$ cat src/rtl/jump_redirect_ctrl.sv
// Sequences JAL/JALR through the combinational jump-target unit, then
// either redirects fetch (with link writeback) or raises a misaligned trap.
module jump_redirect_ctrl #(
    parameter logic [5:0] SEL_JAL  = 6'b000011,
    parameter logic [5:0] SEL_JALR = 6'b000100,
    parameter int         CNT_W    = 16
) (
    input  logic             clk,
    input  logic             reset,
    input  logic             ex_valid,
    output logic             ex_ready,
    input  logic [5:0]       ex_aluSelect,
    input  logic [31:0]      ex_pc,
    input  logic [31:0]      ex_rs1,
    input  logic [31:0]      ex_imm,
    output logic [31:0]      jt_rs1,
    output logic [31:0]      jt_imm,
    output logic [5:0]       jt_aluSelect,
    input  logic [31:0]      jt_next_pc,
    output logic             redirect_valid,
    input  logic             redirect_ready,
    output logic [31:0]      redirect_pc,
    output logic             flush,
    output logic             wb_valid,
    output logic [31:0]      wb_data,
    output logic             trap_valid,
    input  logic             trap_ready,
    output logic [31:0]      trap_tval,
    output logic [CNT_W-1:0] redirect_count
);

    typedef enum logic [1:0] {
        IDLE,
        CALC,
        REDIRECT,
        TRAP
    } state_t;

    state_t state, state_next;

    logic [31:0]      rs1_q;
    logic [31:0]      imm_q;
    logic [5:0]       sel_q;
    logic [31:0]      link_q;
    logic [31:0]      target_q;
    logic [CNT_W-1:0] count_q;

    logic is_jump;
    logic accept;
    logic done;

    assign is_jump = (ex_aluSelect == SEL_JAL) || (ex_aluSelect == SEL_JALR);

    always_ff @(posedge clk or posedge reset) begin
        if (reset) begin
            state <= IDLE;
        end else begin
            state <= state_next;
        end
    end

    // Next state plus all handshake outputs; wb_valid is the only one
    // that looks at a live input.
    always_comb begin
        state_next     = state;
        accept         = 1'b0;
        done           = 1'b0;
        ex_ready       = 1'b0;
        redirect_valid = 1'b0;
        trap_valid     = 1'b0;
        flush          = 1'b0;
        wb_valid       = 1'b0;
        unique case (state)
            IDLE: begin
                ex_ready = 1'b1;
                if (ex_valid && is_jump) begin
                    accept     = 1'b1;
                    state_next = CALC;
                end
            end
            CALC: begin
                flush      = 1'b1;
                state_next = jt_next_pc[1] ? TRAP : REDIRECT;
            end
            REDIRECT: begin
                flush          = 1'b1;
                redirect_valid = 1'b1;
                if (redirect_ready) begin
                    wb_valid   = 1'b1;
                    done       = 1'b1;
                    state_next = IDLE;
                end
            end
            TRAP: begin
                trap_valid = 1'b1;
                if (trap_ready) begin
                    state_next = IDLE;
                end
            end
            default: begin
                state_next = IDLE;
            end
        endcase
    end

    always_ff @(posedge clk or posedge reset) begin
        if (reset) begin
            rs1_q    <= '0;
            imm_q    <= '0;
            sel_q    <= '0;
            link_q   <= '0;
            target_q <= '0;
            count_q  <= '0;
        end else begin
            if (accept) begin
                rs1_q  <= ex_rs1;
                imm_q  <= ex_imm;
                sel_q  <= ex_aluSelect;
                link_q <= ex_pc + 32'd4;
            end
            // Bit 0 is left as the unit produced it; JALR masking is its job.
            if (state == CALC) begin
                target_q <= jt_next_pc;
            end
            if (done) begin
                count_q <= count_q + CNT_W'(1);
            end
        end
    end

    assign jt_rs1         = rs1_q;
    assign jt_imm         = imm_q;
    assign jt_aluSelect   = sel_q;
    assign redirect_pc    = target_q;
    assign trap_tval      = target_q;
    assign wb_data        = link_q;
    assign redirect_count = count_q;

endmodule

$ cat config.mk
export PLATFORM = sky130hd
export DESIGN_NAME = jump_redirect_ctrl
export DESIGN_NICKNAME = d
export VERILOG_FILES = /design/src/rtl/jump_redirect_ctrl.sv
export SDC_FILE = /design/constraint.sdc
export NUM_CORES = 1
export LEC_CHECK = 0
export BUFFER_PORTS_ARGS = -buffer_cell sky130_fd_sc_hd__buf_2
export CAP_MARGIN = 20
export CORE_MARGIN = 2
export CORE_UTILIZATION = 45
export CTS_BUF_LIST = sky130_fd_sc_hd__clkbuf_4 sky130_fd_sc_hd__clkbuf_8 sky130_fd_sc_hd__clkbuf_16
export DETAILED_ROUTE_END_ITERATION = 12
export PLACE_DENSITY = 0.78
export SLEW_MARGIN = 20
export SYNTH_ARGS = -nofsm -noshare
export SYNTH_HDL_FRONTEND = slang
export SYNTH_SLANG_ARGS = --single-unit
$ cat constraint.sdc
create_clock -name clk -period 9.6 [get_ports clk]
set_input_delay 1.92 -clock clk [delete_from_list [all_inputs] [get_ports clk]]
set_output_delay 1.92 -clock clk [all_outputs]
set_load 0.005 [all_outputs]
# Word-level counts from Yosys, hierarchy flattened
# Cells that the tools add are included.
[op_classes] n_addsub=2 multipliers=0 n_div=0 magnitude_cmp=0 n_eq_ne=8 n_shift=0 muxes=13 bitwise_logic=0 n_reduce_logical=5
[ops] operator="$add A32 B3 Y32 const B" count=1
[ops] operator="$add A16 B1 Y16 const B" count=1
[ops] operator="$mux W1" count=9
[ops] operator="$pmux W2 S4" count=1
[ops] operator="$eq A6 B2 Y1 const B" count=1
[ops] operator="$eq A6 B3 Y1 const B" count=1
[ops] operator="$mux W2" count=3
[ops] operator="$ne A2 B2 Y1 const B" count=3
[ops] operator="$eq A2 B2 Y1 const B" count=2
[ops] operator="$reduce_and A3 Y1" count=1
[ops] operator="$eq A2 B1 Y1 const B" count=1
[ops] operator="$logic_not A2 Y1" count=1
[ops] operator="$reduce_or A2 Y1" count=1
[ops] operator="$logic_and A1 B1 Y1" count=1
[ops] operator="$logic_or A1 B1 Y1" count=1
[word_totals] ff_bits=152 latchBits=0 mem_bits_rw=0 romBits=0 input_bits=139 output_inout_bits=187 wordCells=35 n_memories=0

# Depth between registers and ports, before layout
# Gate-level depths: netlist of run 1.
[depth] depth_word=5 ltp_mapped=7 mapped_depth_nobuf=6

# Worst setup path after synthesis of run 1
# OpenSTA, ideal clock, no wires.
[synth_path] path_kind="input-to-output" startpoint="in redirect_ready" endpoint="out wb_valid" arrival_time_ps=2308 required_time_ps=7680 setup_slack_ps=5372 cell_stages=2 path_cell_list="and2_1 -> clkbuf_1"
[synth_via] elab_chain_cells=2
[synth_lines] element="start: declaration" line="21" rtl="input logic redirect_ready,"
[synth_lines] element="$mux W1" line="88" rtl="if (redirect_ready) begin"
[synth_lines] element="$mux W1" line="73" rtl="unique case (state)"
[synth_lines] element="end: declaration" line="24" rtl="output logic wb_valid,"
# No other way between the ends.

# Final worst setup path of run 1
# Same ends and word-level chain as after synthesis.

==> results.toml, run 1 <==
[outcome]
status = "completed"

[logic_synthesis]
synth_fp_nets = 818
ys.flop_type = "dfrtp_1"
synth_top_area_cell = "dfrtp_1"
ys_types = 31
synth_compound_area_share_pct = 4.66
synth_edf_count = 0
synth_top_area_share_pct = 57.3
yosys_warnings = 0
synth_top_family_by_area = "simple AND/OR/NAND/NOR gates"
synth_commonest_cells = "239 x nand2_1, 152 x dfrtp_1, 34 x mux2_2"
synth_most_common_cell = "nand2_1"
ys_seq_area_share_pct = 57.3
ys_seq_elements = 152
syn_inst = 672
muxShareOfSynthArea_pct = 5.77
synth_xor_area_share_pct = 3.43
synth_fa_ha_area_share_pct = 1.32
synth_area_um2 = 6640
ys_async_sr_fraction_pct = 100
ys_top_cells_by_area = "dfrtp_1 57%, nand2_1 14%, mux2_2 5.8%"
syn_avg_cell_area_um2 = 9.88
synth_simple_gate_area_share_pct = 21.5

[detailed_routing]
first_iter_violations = 349
num_vias = 5679
viasPerCell = 4.91
wl_per_cell_um = 15.2
drt-total-wl_um = 17500
firstDrtPassIters = 4
drc = 0
final_antenna_net_count = 0

[floorplanning]
rows = 44
dieArea_um2 = 15700
fp.dieH_um = 125
fp.dieW_um = 125
start_util_pct = 45.8
core_area_um2 = 14500
ioPinCount = 326

[sta]
max_slew_margin_pct = 37.8
rsz0062_at_grt = "no"
drv_slew = 0
setup_viol = 0
hold_viol = 0
post-route-period-util_pct = 46.6
fin_crit_ns = 4.48
fmax_mhz = 223
finalSetupTns_ns = 0
hold_slack_ns = 0.465
tightest_slew_ns = 0.933
fin_skew_ns = 0.00803

[final_layout]
post-route-util_pct = 60.7
stdcell_count = 1156
layout.nets = 1104
layout-drive-gt1-share_pct = 41.1
syn_to_final_growth_pct = 32.5

[worst_setup_path]
end_kind = "output port"
r2r_start = "state[0]"
r2r_slack_ns = 7.38
cp_top_family = "simple AND/OR/NAND/NOR gates"
cpMaxStageDelayCell = "and2_1"
cpMostUsedCell = "buf_2"
crit_cells = 3
crit_buf_inv = 2
path_class = "in -> out"
worstPathMaxFanout = 10
arrival_ns = 2.56
required_ns = 7.68
crit_path_cell_trace = "buf_2 > and2_1 > buf_2"
max_stage_delay_ns = 0.35
cp-start-kind = "input port"
r2r_cells = 6
startpoint = "redirect_ready"
endpoint = "wb_valid"
reg2reg_to = "wb_data[11]"

[cts]
clk_latency_ns = 0.42
tritoncts = "yes"
clk_path_buf_depth = 2
ctsHoldBuffers = 0
post_cts_buffers = 0
cts_root_buf = "clkbuf_16"
path_clk_slew_ns = 0.06
htree_levels = 4
postCtsResizedCells = 0
cts.sinks = 152
cts_inserted_buffers = 17

[global_routing]
track_usage_pct = 22.8
antenna_found_initial = 2
grt_max_degree = 102
grt_pass1_vias = 5671
grt_pass1_wl_um = 28500
grt_overflow_total = 0

[power_and_ir_drop]
peakVddDrop_uv = 133
cellPowerDensity_nw_per_um2 = 261
p_leak_nw = 4.93

[min_path]
min_path_type = "reg -> reg"

[place]
place.detailed.instances = 1122
dp.final_hpwl_um = 13100
io_buffers = 325
place.gp.congestion = 0.803

[flow_run]
maxCapViolations = 0
## cells by family (layout without fill, tap and decap cells)
group / count (synthesis) / after routing
AO/OA/AOI/OAI: 50 / 50
XOR/XNOR: 26 / 26
adder cells (fa/ha/maj): 7 / 7
buffers and inverters: 73 / 372
flip-flops: 152 / 152
multiplexers: 34 / 34
other: 0 / 1
AND/OR/NAND/NOR: 330 / 330
## placed cells by master, fill, tap and decap left out, drive strengths merged, types with 7 or more instances in the layout
cell type | Yosys | layout
buf | 35 | 330
nand2 | 239 | 239
dfrtp | 152 | 152
mux2 | 34 | 34
o21ai | 21 | 21
nor2 | 21 | 21
clkbuf | 28 | 21
nand3 | 17 | 17
a31oi | 15 | 15
xor2 | 14 | 14
inv | 10 | 14
or4 | 13 | 13
xnor2 | 12 | 12
nand4 | 9 | 9
o31ai | 9 | 9
or3 | 8 | 8
and3 | 7 | 7
ha | 7 | 7
## per-stage QoR
step	worst slack (ns)	instance area, um2	power (mW)
final	5.12	8790	2.29
after global routing	5.11	8790	2.44
after CTS	5.14	8760	2.32
after detailed placement	5.14	8180	1.67
after global placement	5.16	8180	1.64
after floorplan	3.59	6640	1.36
## worst min-delay path by stage
stage	startpoint	to	slack [ns]	cells past startpoint
after floorplan	redirect_count[15]	redirect_count[15]	0.46	1
after global placement	jt_rs1[2]	jt_rs1[2]	0.45	2
after detailed placement	redirect_count[15]	redirect_count[15]	0.46	1
after CTS	jt_rs1[7]	jt_rs1[7]	0.47	2
after global routing	jt_rs1[26]	jt_rs1[26]	0.49	2
final	jt_rs1[20]	jt_rs1[20]	0.46	2
## layout make-up
class,count,area [um2]
inverters,10,42.5
fillers,1245,5680
well taps,184,230
multi-input cells,447,2440
clock buffers,21,480
flip-flops and latches,152,3800
clock inverters,11,109
diodes,1,2.50
repair buffers,330,1680
## tightest hold or removal path: cells and delay by family (launching register included)
family	cells	cell delay [ns]
flops	1	0.33
simple gates	2	0.10
## power breakdown
part | switching, mW | internal, mW
sequential | 0.127 | 0.838
clock | 0.262 | 0.388
combinational | 0.319 | 0.359
total | 0.708 | 1.58
## per-layer routing
| layer | vias up | wire (um) | global-route usage, % |
|---|---|---|---|
| met5 | - | 0 | 0 |
| met4 | 0 | 403 | 8.56 |
| met3 | 28 | 1210 | 6.68 |
| met2 | 222 | 9090 | 40.1 |
| met1 | 2653 | 6830 | 26.2 |
| li1 | 2776 | - | - |
## registers in the layout (all words and copies together) (netlist names)
register	cells
jt_aluSelect	6
jt_imm	32
jt_rs1	32
redirect_count	16
redirect_pc	32
state	2
wb_data	32
Note: power is estimated with default switching activity, not from simulation.
==> inputs of run 2 (changes only) <==
ABC_AREA = 1   (was default)
CORE_UTILIZATION = 43   (was 45)
PLACE_DENSITY = 0.77   (was 0.78)
clock period = 3.65 ns   (was 9.6 ns; I/O delays follow)
==> run 2 against run 1 <==
Against the previous run: hold slack lost 0.046 ns; combinational power grew to 3.2 times the previous value; critical path depth grew 4; via count grew 9.8%; clock skew grew 0.0022 ns; die area grew 11%; design area grew 5.3%; total power grew to 3.0 times the previous value; first-iteration DRC count shrank 0.29%; sequential cell count is the same; core utilization shrank 2.6 points.
==> results.toml, run 2 <==
[cts]
htree_levels = 4
cts.sinks = 152
clk_path_buf_depth = 2
path_clk_slew_ns = 0.06
clk_latency_ns = 0.41
cts_root_buf = "clkbuf_16"
cts_inserted_buffers = 17
postCtsResizedCells = 0
tritoncts = "yes"
post_cts_buffers = 0
ctsHoldBuffers = 0

[logic_synthesis]
synth_top_area_cell = "dfrtp_1"
synth_xor_area_share_pct = 3.61
synth_compound_area_share_pct = 1.12
synth_top_area_share_pct = 54.0
ys.flop_type = "dfrtp_1"
synth_top_family_by_area = "simple AND/OR/NAND/NOR gates"
synth_fp_nets = 962
ys_seq_elements = 152
ys_async_sr_fraction_pct = 100
yosys_warnings = 0
synth_commonest_cells = "384 x nand2_1, 152 x dfrtp_1, 49 x nor2_1"
synth_simple_gate_area_share_pct = 27.0
synth_most_common_cell = "nand2_1"
synth_fa_ha_area_share_pct = 1.24
ys_types = 26
syn_avg_cell_area_um2 = 8.63
muxShareOfSynthArea_pct = 5.12
ys_seq_area_share_pct = 54.0
synth_area_um2 = 7040
syn_inst = 816
ys_top_cells_by_area = "dfrtp_1 54%, nand2_1 20%, mux2_2 5.1%"
synth_edf_count = 0

[sta]
fin_skew_ns = 0.0102
drv_slew = 0
hold_slack_ns = 0.419
setup_viol = 0
max_slew_margin_pct = 54.8
fin_crit_ns = 2.40
tightest_slew_ns = 0.678
rsz0062_at_grt = "no"
post-route-period-util_pct = 65.8
finalSetupTns_ns = 0
fmax_mhz = 417
hold_viol = 0

[global_routing]
met3_usage_pct = 6.27
antenna_found_initial = 2
met2_usage_pct = 37.3
track_usage_pct = 22.2
grt_max_degree = 93
grt_overflow_total = 0
grt_pass1_vias = 6043
grt_pass1_wl_um = 30800
grtUsageMet1_pct = 27.7
gr-max-usage-layer = "met2"

[floorplanning]
ioPinCount = 326
core_area_um2 = 15900
start_util_pct = 44.1
dieArea_um2 = 17400
rows = 46
fp.dieW_um = 132
fp.dieH_um = 132

[detailed_routing]
drc = 0
wl_per_cell_um = 14.5
num_vias = 6233
first_iter_violations = 348
viasPerCell = 4.66
drt-total-wl_um = 19400
firstDrtPassIters = 5
final_antenna_net_count = 0

[place]
io_buffers = 325
place_area_um2 = 8640
dp.final_hpwl_um = 14300
place.gp.congestion = 0.889

[final_layout]
final_common_cell = "nand2_1"
layout-drive-gt1-share_pct = 36.4
syn_to_final_growth_pct = 31.6
multi_input_area_um2 = 2690
final_cell_mix = "384 x nand2_1, 325 x buf_2, 152 x dfrtp_1"
post-route-util_pct = 58.1
layout.nets = 1254
final_area_um2 = 9260
final-seq-area_um2 = 3800
fillers = 1422

[power_and_ir_drop]
p_leak_nw = 5.35
peakVddDrop_uv = 362
cellPowerDensity_nw_per_um2 = 735

[worst_setup_path]
path_class = "reg -> reg"
cp_top_family = "buffers and inverters"
required_ns = 4.00
crit_buf_inv = 3
crit_path_cell_trace = "inv_1 > ha_1 > nand3_4 > inv_2 > buf_12 > nand3_1 > nand2_1"
cpMaxStageDelayCell = "inv_2"
worstPathMaxFanout = 69
cp-start-kind = "register"
end_kind = "register"
arrival_ns = 2.75
max_stage_delay_ns = 0.55

[min_path]
min_path_type = "in -> async"

[outcome]
status = "completed"

[flow_run]
maxCapViolations = 0
[run 2: changes by cell type after synthesis, sizes merged, moves of 9 or more]
cell    delta
nand2    +148
nor2      +36
inv       +35
clkbuf    -27
buf       +21
a31oi     -15
or4       -13
nand3     +10
o21ai     -10
o31ai      -9
[run 2: worst paths after layout]
kind,end,depth (start not counted),start,slack [ns]
worst max-delay path,wb_data[21],7,state[1],1.25
worst min-delay path,redirect_count[13],3,reset,0.42
worst max register to register,wb_data[21],7,state[1],1.25
worst min register to register,jt_aluSelect[3],2,jt_aluSelect[3],0.47
max in group asynchronous,wb_data[12],3,reset,2.75
min in group clk,jt_aluSelect[3],2,jt_aluSelect[3],0.47
[run 2: per-stage QoR]
| stage | worst slack [ns] | std cells | total power, mW |
|---|---|---|---|
| detailed placement | 0.886 | 1305 | 5.00 |
| CTS | 1.27 | 1337 | 6.89 |
| floorplan | 1.00 | 816 | 3.98 |
| global placement | 0.896 | 1305 | 4.93 |
| finish | 1.25 | 1338 | 6.81 |
| global route | 1.04 | 1338 | 7.25 |
[run 2: layout make-up]
type / instances / share of cell area, %
sequential: 152 / 41.1
inverter: 45 / 1.86
multi-input combinational: 562 / 29.0
tap: 216 / 2.92
timing repair buffer: 330 / 18.4
antenna: 1 / 0.0270
clock inverter: 12 / 1.78
clock buffer: 20 / 4.97
[run 2: cells by family after synthesis]
family,after synthesis
AOI/OAI and AO/OA,15
xor gates and xnor gates,29
adders and majority gates,7
buffers and inverters,102
DFF,152
muxes,32
and+or+nand+nor,479
[run 2: worst min-delay path: stages]
cell,delay (ns)
buf_2,0.11
clkinvlp_4,0.10
buf_12,0.28
[run 2: power breakdown]
group | leakage, nW | switching (mW) | internal [mW]
clock | 0.298 | 0.719 | 1.13
sequential | 1.96 | 0.431 | 2.36
combinational | 3.09 | 1.06 | 1.11
[run 2: routing by layer]
layer / vias to the layer above / wire (um)
li1: 3068 / -
met5: - / 13
met1: 2854 / 8010
met3: 32 / 1470
met2: 277 / 9470
met4: 2 / 401
